==> src/rtl/shift_pipe.sv <==
// shift_pipe: two-stage 32-bit barrel shifter with valid/ready handshakes.
// Stage 1 applies the 16/8-bit steps, stage 2 the 4/2/1-bit steps.
// Optional macro SHIFT_PIPE_SRL_EN enables logical right shift on op 2'b10;
// without it op 2'b10 is a pass-through and no SRL logic is built.
module shift_pipe (
    input  logic        clock,
    input  logic        reset,
    input  logic        in_valid,
    output logic        in_ready,
    input  logic [31:0] data_operand,
    input  logic [4:0]  ctrl_shiftamt,
    input  logic [1:0]  ctrl_op,
    output logic        out_valid,
    input  logic        out_ready,
    output logic [31:0] data_result
);

    typedef enum logic [1:0] {
        OpSll  = 2'b00,
        OpSra  = 2'b01,
        OpSrl  = 2'b10,
        OpPass = 2'b11
    } op_e;

    // One power-of-two step; each step applies the op's own fill rule, so a
    // chain of steps equals a single shift by the summed distance.
    function automatic logic [31:0] shift_step(input logic [1:0] op, input logic [31:0] x,
                                               input logic [4:0] k);
        logic [31:0] r;
        case (op)
            OpSll:   r = x << k;
            OpSra:   r = $unsigned($signed(x) >>> k);
`ifdef SHIFT_PIPE_SRL_EN
            OpSrl:   r = x >> k;
`endif
            default: r = x;
        endcase
        return r;
    endfunction

    logic        s1_valid;
    logic [31:0] s1_data;
    logic [2:0]  s1_amt;
    logic [1:0]  s1_op;
    logic [31:0] s1_shift;
    logic [31:0] s2_shift;
    logic        s1_load;
    logic        s2_load;

    // Load enables: stage 2 moves when its slot is free or being drained,
    // stage 1 when empty or when stage 2 takes its contents on this edge.
    always_comb begin
        s2_load  = !out_valid || out_ready;
        s1_load  = !s1_valid || s2_load;
        in_ready = s1_load;
    end

    // Stage 1 coarse steps driven by the upper amount bits.
    always_comb begin
        s1_shift = data_operand;
        if (ctrl_shiftamt[4]) s1_shift = shift_step(ctrl_op, s1_shift, 5'd16);
        if (ctrl_shiftamt[3]) s1_shift = shift_step(ctrl_op, s1_shift, 5'd8);
    end

    // Stage 2 fine steps driven by the stored low amount bits.
    always_comb begin
        s2_shift = s1_data;
        if (s1_amt[2]) s2_shift = shift_step(s1_op, s2_shift, 5'd4);
        if (s1_amt[1]) s2_shift = shift_step(s1_op, s2_shift, 5'd2);
        if (s1_amt[0]) s2_shift = shift_step(s1_op, s2_shift, 5'd1);
    end

    // Stage 1 register: partial result, remaining amount, op and valid.
    always_ff @(posedge clock or posedge reset) begin
        if (reset) begin
            s1_valid <= 1'b0;
            s1_data  <= 32'h0;
            s1_amt   <= 3'h0;
            s1_op    <= 2'h0;
        end else if (s1_load) begin
            s1_valid <= in_valid;
            if (in_valid) begin
                s1_data <= s1_shift;
                s1_amt  <= ctrl_shiftamt[2:0];
                s1_op   <= ctrl_op;
            end
        end
    end

    // Stage 2 register: final result held stable while stalled.
    always_ff @(posedge clock or posedge reset) begin
        if (reset) begin
            out_valid   <= 1'b0;
            data_result <= 32'h0;
        end else if (s2_load) begin
            out_valid <= s1_valid;
            if (s1_valid) data_result <= s2_shift;
        end
    end

endmodule

==> config.mk <==
export PLATFORM = sky130hd
export DESIGN_NAME = shift_pipe
export DESIGN_NICKNAME = d
export VERILOG_FILES = /design/src/rtl/shift_pipe.sv
export SDC_FILE = /design/constraint.sdc
export NUM_CORES = 1
export LEC_CHECK = 0
export ABC_AREA = 1
export BUFFER_PORTS_ARGS = -buffer_cell sky130_fd_sc_hd__clkbuf_2
export CAP_MARGIN = 10
export CORE_MARGIN = 5
export CORE_UTILIZATION = 45
export CTS_BUF_LIST = sky130_fd_sc_hd__clkbuf_16
export DETAILED_ROUTE_END_ITERATION = 8
export GPL_TIMING_DRIVEN = 0
export PLACE_DENSITY = 0.74
export SKIP_CTS_REPAIR_TIMING = 1
export SLEW_MARGIN = 20
export SYNTH_ARGS = -nofsm -noshare
export SYNTH_HDL_FRONTEND = slang
export SYNTH_SLANG_ARGS = --single-unit
==> constraint.sdc <==
create_clock -name clock -period 2.21 [get_ports clock]
set_clock_uncertainty 0.05 [all_clocks]
set_input_delay 0.5525 -clock clock [delete_from_list [all_inputs] [get_ports clock]]
set_output_delay 0.5525 -clock clock [all_outputs]
set_load 0.01 [all_outputs]
## Word level (Yosys, flattened, before mapping)

Cells that the tools add are included.

- Register bits after elaboration: 71
- Bits in latches: 0
- Bits in writable memories: 0
- Bits in read-only memories: 0
- Bits of input ports: 43
- Output and inout port bits: 34
- Logic and storage cells: 26
- Memories: 0

- Add/sub/neg operators: 0
- Multiply operators: 0
- Div/mod/pow operators: 0
- $lt $le $gt $ge: 0
- Equal/unequal tests: 2
- Shift operators: 0
- Multiplexer cells: 10
- Bitwise gates (word level): 0
- Reductions and logical operators: 8

Operators by type and width:

| cell | count |
|---|---|
| case mux 32 bit (2 select lines) | 5 |
| 2-to-1 mux 32 bit | 5 |
| == test 2 x 1 -> 1 bit (second input constant) | 2 |
| zero test 2 bit | 2 |
| AND reduction 2 bit | 2 |
| zero test 1 bit | 2 |
| logical OR 1 bit | 2 |

## Logic depth before layout (Yosys ltp)

Gate-level depths: netlist of run 1.

- Word-level depth: 7
- Gate-level depth with buffers: 13
- Mapped depth without buffers: 12

## Worst setup path before layout of run 1

No wires, ideal clock.

- Kind: input port to flip-flop
- Start: in ctrl_shiftamt[4]
- End: reg s1_data[22]
- Setup time: 131 ps
- Arrival time: 1635 ps
- Required time: 2029 ps
- Slack: 394 ps
- Stages on the path: 9
- Buffers on the path: 2
- Cell sequence: clkbuf_1 -> nand2_2 -> inv_2 -> buf_6 -> nor2_1 -> a31oi_1 -> o21ai_0 -> o21ai_0 -> o21ai_0

- Word-level cells in the longest chain between the ends: 3

Ends and longest elaborated chain:

| element | line | text |
|---|---|---|
| from (decl) | 11 | `input logic [4:0] ctrl_shiftamt,` |
| 2-to-1 mux 32 bit (*) | 61 | `if (ctrl_shiftamt[4]) s1_shift = shift_step(ctrl_op, s1_shift, 5'd16);` |
| case mux 32 bit (2 select lines) | 30 | `case (op)` |
| 2-to-1 mux 32 bit (*) | 62 | `if (ctrl_shiftamt[3]) s1_shift = shift_step(ctrl_op, s1_shift, 5'd8);` |
| to (signal assigned) | 83 | `s1_data <= s1_shift;` |
| to (decl) | 42 | `logic [31:0] s1_data;` |

Mark *: on every way between the ends. The rest lies on a longest branch, timed or not.
A chain may end at the register's enable or synchronous reset.

## Final worst setup path of run 1

- Start: reg s1_op[1]
- End: reg data_result[25]

- Word-level cells in the longest chain between the ends: 7
- Elaborated cells between the ends (all ways): 8
- Those cells by class: eq/ne (1); mux (6); reduce/logical (1)

Ends and longest elaborated chain:

| element | line | text |
|---|---|---|
| from (decl) | 44 | `logic [1:0] s1_op;` |
| from (signal assigned) | 85 | `s1_op <= ctrl_op;` |
| == test 2 x 1 -> 1 bit or zero test 2 bit (tied branches) | 30 |  |
| case mux 32 bit (2 select lines) | 30 |  |
| 2-to-1 mux 32 bit | 68 | `if (s1_amt[2]) s2_shift = shift_step(s1_op, s2_shift, 5'd4);` |
| case mux 32 bit (2 select lines) | 30 |  |
| 2-to-1 mux 32 bit | 69 | `if (s1_amt[1]) s2_shift = shift_step(s1_op, s2_shift, 5'd2);` |
| case mux 32 bit (2 select lines) | 30 |  |
| 2-to-1 mux 32 bit (*) | 70 | `if (s1_amt[0]) s2_shift = shift_step(s1_op, s2_shift, 5'd1);` |
| to (signal assigned) | 97 | `if (s1_valid) data_result <= s2_shift;` |
| to (decl) | 15 | `output logic [31:0] data_result` |

Marked as above.

==> summary by stage, run 1 <==
Synth
After synthesis, the share of flip-flops with an asynchronous set or reset is 1.000. The dominant cell type by area after synthesis is sky130_fd_sc_hd__dfrtp_1. Yosys mapped a number of flops with a built-in enable equal to 0. sky130_fd_sc_hd__nand2_1 is the most common cell in the netlist. For this run, the register share of the synthesized area comes to 0.3126. Dividing the synthesized area by the synthesized cell count gives 6.302 µm².

The commonest cells after synthesis are sky130_fd_sc_hd__nand2_1 (280), sky130_fd_sc_hd__nor2_1 (108), sky130_fd_sc_hd__inv_1 (72), sky130_fd_sc_hd__dfrtp_1 (71), sky130_fd_sc_hd__o21ai_0 (66). Synthesis handed over a netlist of 902 instances. The post-synth net total is around 950. The number of register bits inferred by synthesis is between 70 and 80.

Ranked by total cell area, the synthesized netlist is headed by sky130_fd_sc_hd__dfrtp_1 (31%), sky130_fd_sc_hd__nand2_1 (18%), sky130_fd_sc_hd__nor2_1 (7.1%). The number of warning messages in the yosys log is 0. The dominant synthesized flop cell is sky130_fd_sc_hd__dfrtp_1. Of the post-synthesis cell area, the dominant cell type holds 0.3126. The distinct cell type count after synthesis is 35. The netlist area before placement is ~5700 µm².

Critical path
STA classifies the critical path startpoint as a flip-flop. In this run the worst path has a maximum fanout of 10. The worst setup path startpoint is s1_op[1].

The startpoint identified for the worst register-to-register timing path is s1_op[1]. For the worst setup path, the data arrival time is 2260 ps. For the worst setup path, the data required time is approximately 2400 ps. The worst setup path is captured at a flip-flop. The worst setup path is of the flip-flop to flip-flop kind.

GRT
The initial antenna violation count is 0. The first global-routing pass estimated approximately 31 mm of wire. For this run, global-route usage on met2 was measured as 0.4153. The most utilized layer in the global route result is met2. The met1 routing resource usage after global routing is 0.3435. After global routing the overflow that remains totals 0. The via count of the first global-routing pass came to between 6000 and 7000. In the global route stage, overall resource usage came out at 0.2601. The met3 track demand over resource in global routing is 0.05069. The largest net degree at the start of global routing is 36.

Place
The detailed placement HPWL is roughly 15 mm. The congestion estimate from routability-driven global placement came to roughly 1. The placed standard-cell area is around 6300 µm². The count of buffers from port buffering is 75.

Die
The area of the core is 12520 µm². For this design the top-level I/O count stands at 77. The die covers 14980 µm². The floorplan step set the die width to 122.4 µm. The starting utilization of the core area is 0.4541. The die boundary height is ~120 µm. The floorplan has 41 rows.

Finish
In the final layout, the share of cells above drive strength 1 is 0.1719. The area overhead of the layout relative to synthesis is 16.38%. The diode insertion count for antenna repair is 0. The finished cells cover 6615 µm². The post-route core utilization is 0.5285. In the final design database the tool counted ~1000 nets.

STA
The max-slew violation total from the final report was 0. The clock period could shrink to 2078 ps. The final count of hold timing violations came to 0. At the pin with the least slew margin, the transition time is just over 600 ps. Derived from the worst setup path, the maximum achievable clock frequency is 0.4812 GHz. Measured against its own limit, the worst slew margin works out to 0.5938.

Setup repair after global routing could not meet its margin everywhere. In the finished design, the share of the clock period the worst path needs comes to 0.9403. The final number of setup-violating endpoints is 0.

Clock tree
The level count of the clock H-tree is 3. The TritonCTS clock tree is built. The number of sinks handled by clock tree synthesis is just over 70.

The clock latency at the later pin of the worst-skew pair is 350 ps. The tree is rooted in a sky130_fd_sc_hd__clkbuf_16. Buffers inserted during clock tree synthesis total 9. The clock passes through at most 2 buffers. After clock tree synthesis, the clock-pin slew on the worst setup and hold paths is 60 ps.

Min path
The worst hold path belongs to the class input port to asynchronous set/reset pin.

Drt
The final routed wire length divided by cell count is 15.97 µm. After detailed routing, the number of remaining DRC violations is 0. The first TritonRoute pass finished after 5 iterations. The number of design-rule violations left by the first detailed-router iteration is between 700 and 800. The vias after detailed routing is roughly 6500.

Summed over all layers, the routed wires come to roughly 19 mm. The count of nets left with antenna violations once routing finished came out at 0. The post-detailed-route via-to-cell ratio is approximately 5.6.

Status
The run finished with clean final reports.

Power and ir drop
The highest ir drop seen on vdd is 0.0003882 V. The power density normalized to cell area is ~900 nW/µm². In this run the static leakage power is approximately 3.3 nW.

Flow run
The count of maximum capacitance violations is 0.
kinds of logic after synthesis:
logic type,share of synthesized area
simple gates,0.4352
compound gates,0.1479
buf+inv,0.1043
flops,0.3126
cell usage in the layout (no fill, tap or decap), drive strengths merged:
cell and instances:
a21oi 32, a22oi 1, a31oi 5, a32oi 9, buf 30, bufinv 1
clkbuf 105, clkinv 2, clkinvlp 3, dfrtp 71, inv 85, nand2 291
nand3 69, nand4 63, nor2 120, nor3 2, o211ai 2, o21a 1
o21ai 74, o22ai 25, or2 4
stage by stage:
step           TNS, ps  power (W)  worst slack, ps  hold slack (ps)  std cells
6_report             0   0.005972            132.0            56.76       1167
5_1_grt         -3.749   0.006439           -2.680            58.71       1167
4_1_cts              0   0.005973            174.2            55.36       1167
3_5_place_dp    -624.8   0.004555           -96.62            419.5       1151
3_3_place_gp    -540.0   0.004506           -104.4            414.4       1149
2_1_floorplan        0   0.003674            394.0            419.4        902
sequential cells by signal, indices dropped and copies added, names as in the netlist:
signal / count
s1_op: 2
out_valid: 1
s1_valid: 1
s1_amt: 3
data_result: 32
s1_data: 32
final timing paths:
| kind | to | slack (ps) | depth (start not counted) |
|---|---|---|---|
| worst max register to register | data_result[25] | 130 | 9 |
| max in group asynchronous | s1_data[9] | 1640 | 3 |
| worst min register to register | data_result[30] | 430 | 2 |
| min in group clock | s1_amt[1] | 360 | 3 |
| worst min-delay path | data_result[24] | 60 | 2 |
| worst max-delay path | data_result[25] | 130 | 9 |
layer usage:
metal  up-vias  wire length (µm)
met1      2954              7994
li1       3189                 -
met4         0               584
met3        42              1397
met5         -                 0
met2       300              8661
cell type report:
| class | instances | area, µm² |
|---|---|---|
| flip-flops and latches | 71 | 1778 |
| repair buffers | 77 | 415.4 |
| plain buffers | 49 | 280.3 |
| clock inverters | 7 | 65.06 |
| inverters | 84 | 321.6 |
| clock buffers | 9 | 225.2 |
| multi-input cells | 698 | 3314 |
| well taps | 172 | 215.2 |
| fillers | 1362 | 5902 |
power by group:
group          switching (W)  total, W  internal [W]
Sequential          0.000212   0.00190       0.00169
Clock               0.000548   0.00141      0.000863
Combinational        0.00176   0.00266      0.000905
critical path, cell delays in order (launching register included):
cell and delay, ps:
sky130_fd_sc_hd__dfrtp_1 500, sky130_fd_sc_hd__inv_2 150, sky130_fd_sc_hd__nand2_2 100, sky130_fd_sc_hd__nor2_2 290, sky130_fd_sc_hd__buf_2 320, sky130_fd_sc_hd__nand2_1 140
sky130_fd_sc_hd__nand4_1 140, sky130_fd_sc_hd__nand2_1 70, sky130_fd_sc_hd__nor2_1 130, sky130_fd_sc_hd__nor2_1 50
Power figures use the tool's default switching activity.
==> run 2, diff against run 1 <==
- ABC_AREA: 1 -> not set
- PLACE_DENSITY: 0.74 -> 0.67
==> run 2 against run 1 <==
Against the previous run: the flow now finishes with violations (design-rule violations); first-iteration DRC count up 40%; utilization increased by 1.2 points; sequential share of layout area decreased by 3.4 points; register-to-register slack worse by 90 ps; via count is 17% higher; count of clock-buffer cells in the layout unchanged; combinational power grew 20%; largest cell class unchanged; largest power group unchanged.
==> summary by stage, run 2 <==
STA
The clock period minus worst slack is 2173 ps (+94.72 ps). The final number of setup-violating endpoints is 0 (unchanged). The final count of hold timing violations was 0 (unchanged). Setup repair after global routing could not meet its margin everywhere. The maximum clock rate is 0.4602 GHz (-4.4%).

The final critical-path share of the clock period is 0.9831 (+0.04286). The relative slew slack is 0.5146 (-0.07925). The actual transition at the worst max-transition pin is 725.4 ps (+116.2 ps).

The worst setup margin came to 37.26 ps (-94.72 ps). The worst hold margin is 103.5 ps (+46.74 ps). The aggregate negative setup slack came to 0 ps (unchanged). The max-slew violation total from the final report came to 0 (unchanged).

Finish
The number of filler instances in the final layout was 1376 (+1.0%). The combined area of the multi-input logic cells is 4320 µm² (+30%). The library cell used most frequently in the layout, excluding fill and tap cells, is sky130_fd_sc_hd__nand2_1. The number of nets in the layout came to 950 (-8.0%). The storage element area was 1777 µm² (about the same). In the final layout, the registers with the most flip-flops are data_result (32), s1_data (32), s1_amt (3). The diode insertion count for antenna repair is 0 (unchanged). The area overhead of the layout relative to synthesis is 17.37%. The cell area after layout came to 7566 µm² (+14%).

The ratio of cells with drive above 1 in the final layout was 0.2401 (+0.06827). In the layout the commonest cells are sky130_fd_sc_hd__nand2_1 (96), sky130_fd_sc_hd__clkbuf_2 (95), sky130_fd_sc_hd__a21oi_1 (86), sky130_fd_sc_hd__dfrtp_1 (71), sky130_fd_sc_hd__o21ai_0 (56).

Critical path
The number of cells on the critical path is 8 (-1). The signal arrival time at the worst endpoint is 2340 ps (+80 ps). The critical path is of the flip-flop to flip-flop type. The critical path goes through buf_2 > nand2b_2 > buf_6 > clkbuf_4 > mux2i_1 > nand2_1 > a32oi_1 > o21ai_0.

In this design, the largest share of critical-path delay is due to buffers and inverters. The peak per-stage delay on the critical path was 360 ps (-140 ps). The number of buffers and inverters on the critical path is 3 (+1). The critical-path maximum fanout is 10 (unchanged). The required time reported for the critical path endpoint is 2380 ps (-20 ps). The worst setup path is launched from a flip-flop. The path depth of the worst reg2reg path was 8 (-1). The nature of the critical path endpoint is a flip-flop. On the critical path, the stage with the largest delay is an instance of sky130_fd_sc_hd__dfrtp_1.

Synth
The synthesized netlist cell count was 820 (-9.1%). The number of enable flip-flop cells after synthesis is 0 (unchanged). The post-synth net total is 863 (-8.7%).

By count the netlist is led by sky130_fd_sc_hd__nand2_1 (97), sky130_fd_sc_hd__a21oi_1 (87), sky130_fd_sc_hd__dfrtp_1 (71), sky130_fd_sc_hd__o21ai_0 (56), sky130_fd_sc_hd__nor2_1 (49). The dominant cell type by area after synthesis is sky130_fd_sc_hd__dfrtp_1. The number of register bits inferred by synthesis was 71 (unchanged).

The number of warning messages in the yosys log came to 0 (unchanged). The share of the synthesized area in the top cell type came to 0.2756 (-0.03695). The post-synthesis async set-or-reset flop share is 1.000 (unchanged). The post-synthesis average cell area is 7.861 µm² (+25%).

The netlist area before placement was 6446 µm² (+13%). By area the synthesized netlist is led by sky130_fd_sc_hd__dfrtp_1 (28%), sky130_fd_sc_hd__mux2i_1 (7.5%), sky130_fd_sc_hd__a21oi_1 (6.8%). Among all flip-flop cells after synthesis, the most frequent one is sky130_fd_sc_hd__dfrtp_1. The most common cell in the netlist is sky130_fd_sc_hd__nand2_1. The distinct cell type count after synthesis came to 65 (+86%). The proportion of synthesized chip area in sequential cells is 0.2756 (-0.03695).

Clock tree
The clock input transition at the sequential cells of the worst setup and hold paths is 60 ps (about the same). The clock latency at the later pin of the worst-skew pair was 350 ps (about the same). The level count of the clock H-tree is 3 (unchanged). The largest buffer count on any clock path was 2 (unchanged).

TritonCTS built the clock tree. The clock buffer count from CTS came to 9 (unchanged). In this run the clock root is driven by a sky130_fd_sc_hd__clkbuf_16. The number of sinks handled by clock tree synthesis came to 71 (unchanged).

Drt
The final routed wire length divided by cell count came to 27.09 µm (+70%). The remaining antenna violation count is 0 (unchanged). The vias after detailed routing is 7592 (+17%). The number of design-rule violations left by the first detailed-router iteration is 996 (+40%). The total length of routed wires came to 29.58 mm (+59%). The first-pass iteration count of the detailed router came to 9 (+4). The post-detailed-route via-to-cell ratio is 6.952 (+25%). The number of remaining DRC errors was 1 (+1).

Die
The die boundary height was 129.7 µm (+6.0%). The cell row count is 43 (+4.9%). The starting utilization of the core area is 0.4608 (+0.006704). The die area came to 16820 µm² (+12%). The number of primary I/O pins is 77 (unchanged). The area of the core is 13990 µm² (+12%). The die extent in x is 129.7 µm (+6.0%).

Place
The placed standard-cell area is 7091 µm² (+12%). The detailed placement HPWL is 22.40 mm (+51%). The count of buffers from port buffering is 75 (unchanged). The minimum setup slack after placement is -490.3 ps (-393.7 ps). The routability congestion estimate came to 1.008 (+2.4%).

GRT
The wire length of the first global-routing pass came to 45.17 mm (+47%). The overflow left after global routing is 0 (unchanged). The largest net degree at the start of global routing is 34 (-5.6%). The initial antenna violation count is 0 (unchanged). The global-route usage over all layers is 0.3539 (+0.09387). The via count of the first global-routing pass is 7324 (+20%).

Power and ir drop
The power density normalized to cell area was 871.8 nW/µm² (-3.4%). The highest ir drop seen on vdd is 0.0004281 V (+10%). The leakage dissipation is 3.202 nW (-1.8%).

Min path
The worst min-delay path category is input port to asynchronous set/reset pin.

Flow run
The count of maximum capacitance violations is 0 (unchanged).

Status
The checks that failed: design-rule violations. The flow ran to the end, but the final reports show violations.
[run 2: cell count changes after synthesis, moves of 40 or more]
cell                      delta
sky130_fd_sc_hd__nand2_1   -183
sky130_fd_sc_hd__nand4_1    -62
sky130_fd_sc_hd__inv_1      -59
sky130_fd_sc_hd__nor2_1     -59
sky130_fd_sc_hd__a21oi_1    +57
sky130_fd_sc_hd__mux2i_1    +48
sky130_fd_sc_hd__nand3_1    -40
[run 2: stage by stage]
stage               total power [W]    util  instances
finish                     0.006596  0.5409       1092
global route               0.006886  0.5409       1092
CTS                        0.006384  0.5282       1093
detailed placement         0.004907  0.5069       1077
global placement           0.004913  0.5040       1075
floorplan                  0.003780       -        820
[run 2: cell type report]
type	instances	area share
Sequential cell	71	0.2348
Buffer	88	0.06003
Clock buffer	9	0.02977
Inverter	15	0.008103
Tap cell	180	0.02977
Timing Repair Buffer	79	0.05689
Multi-Input combinational cell	643	0.5710
Clock inverter	7	0.009592
[run 2: logic make-up (layout without fill, tap and decap cells)]
logic type / count (synthesis) / after routing / share of synthesized area
AOI/OAI and AO/OA: 321 / 321 / 0.3292
and+or+nand+nor: 238 / 238 / 0.1708
buffers and inverters: 106 / 198 / 0.07123
muxes: 84 / 84 / 0.1531
DFF: 71 / 71 / 0.2756
[run 2: layer usage]
layer	vias to the layer above	wire, µm	GRT usage
met5	-	0	0
met4	0	2130	0.2084
met3	168	3206	0.07255
met2	654	13320	0.5736
li1	3264	-	-
met1	3506	10930	0.4352
[run 2: report_power, final]
group          switching [W]  total, W  leakage [nW]  internal [W]
Clock               0.000593   0.00147         0.142      0.000874
Sequential          0.000322   0.00194         0.856       0.00162
Combinational        0.00198   0.00318          2.20       0.00120
[run 2: path summary, 6_finish.rpt]
| path | from | end | slack [ps] |
|---|---|---|---|
| max in group asynchronous | reset | s1_data[25] | 1550 |
| min reg2reg | data_result[14] | data_result[14] | 430 |
| min in group clock | in_valid | s1_valid | 370 |
| max reg2reg | s1_amt[2] | data_result[7] | 40 |
| max | s1_amt[2] | data_result[7] | 40 |
| min | reset | data_result[4] | 100 |
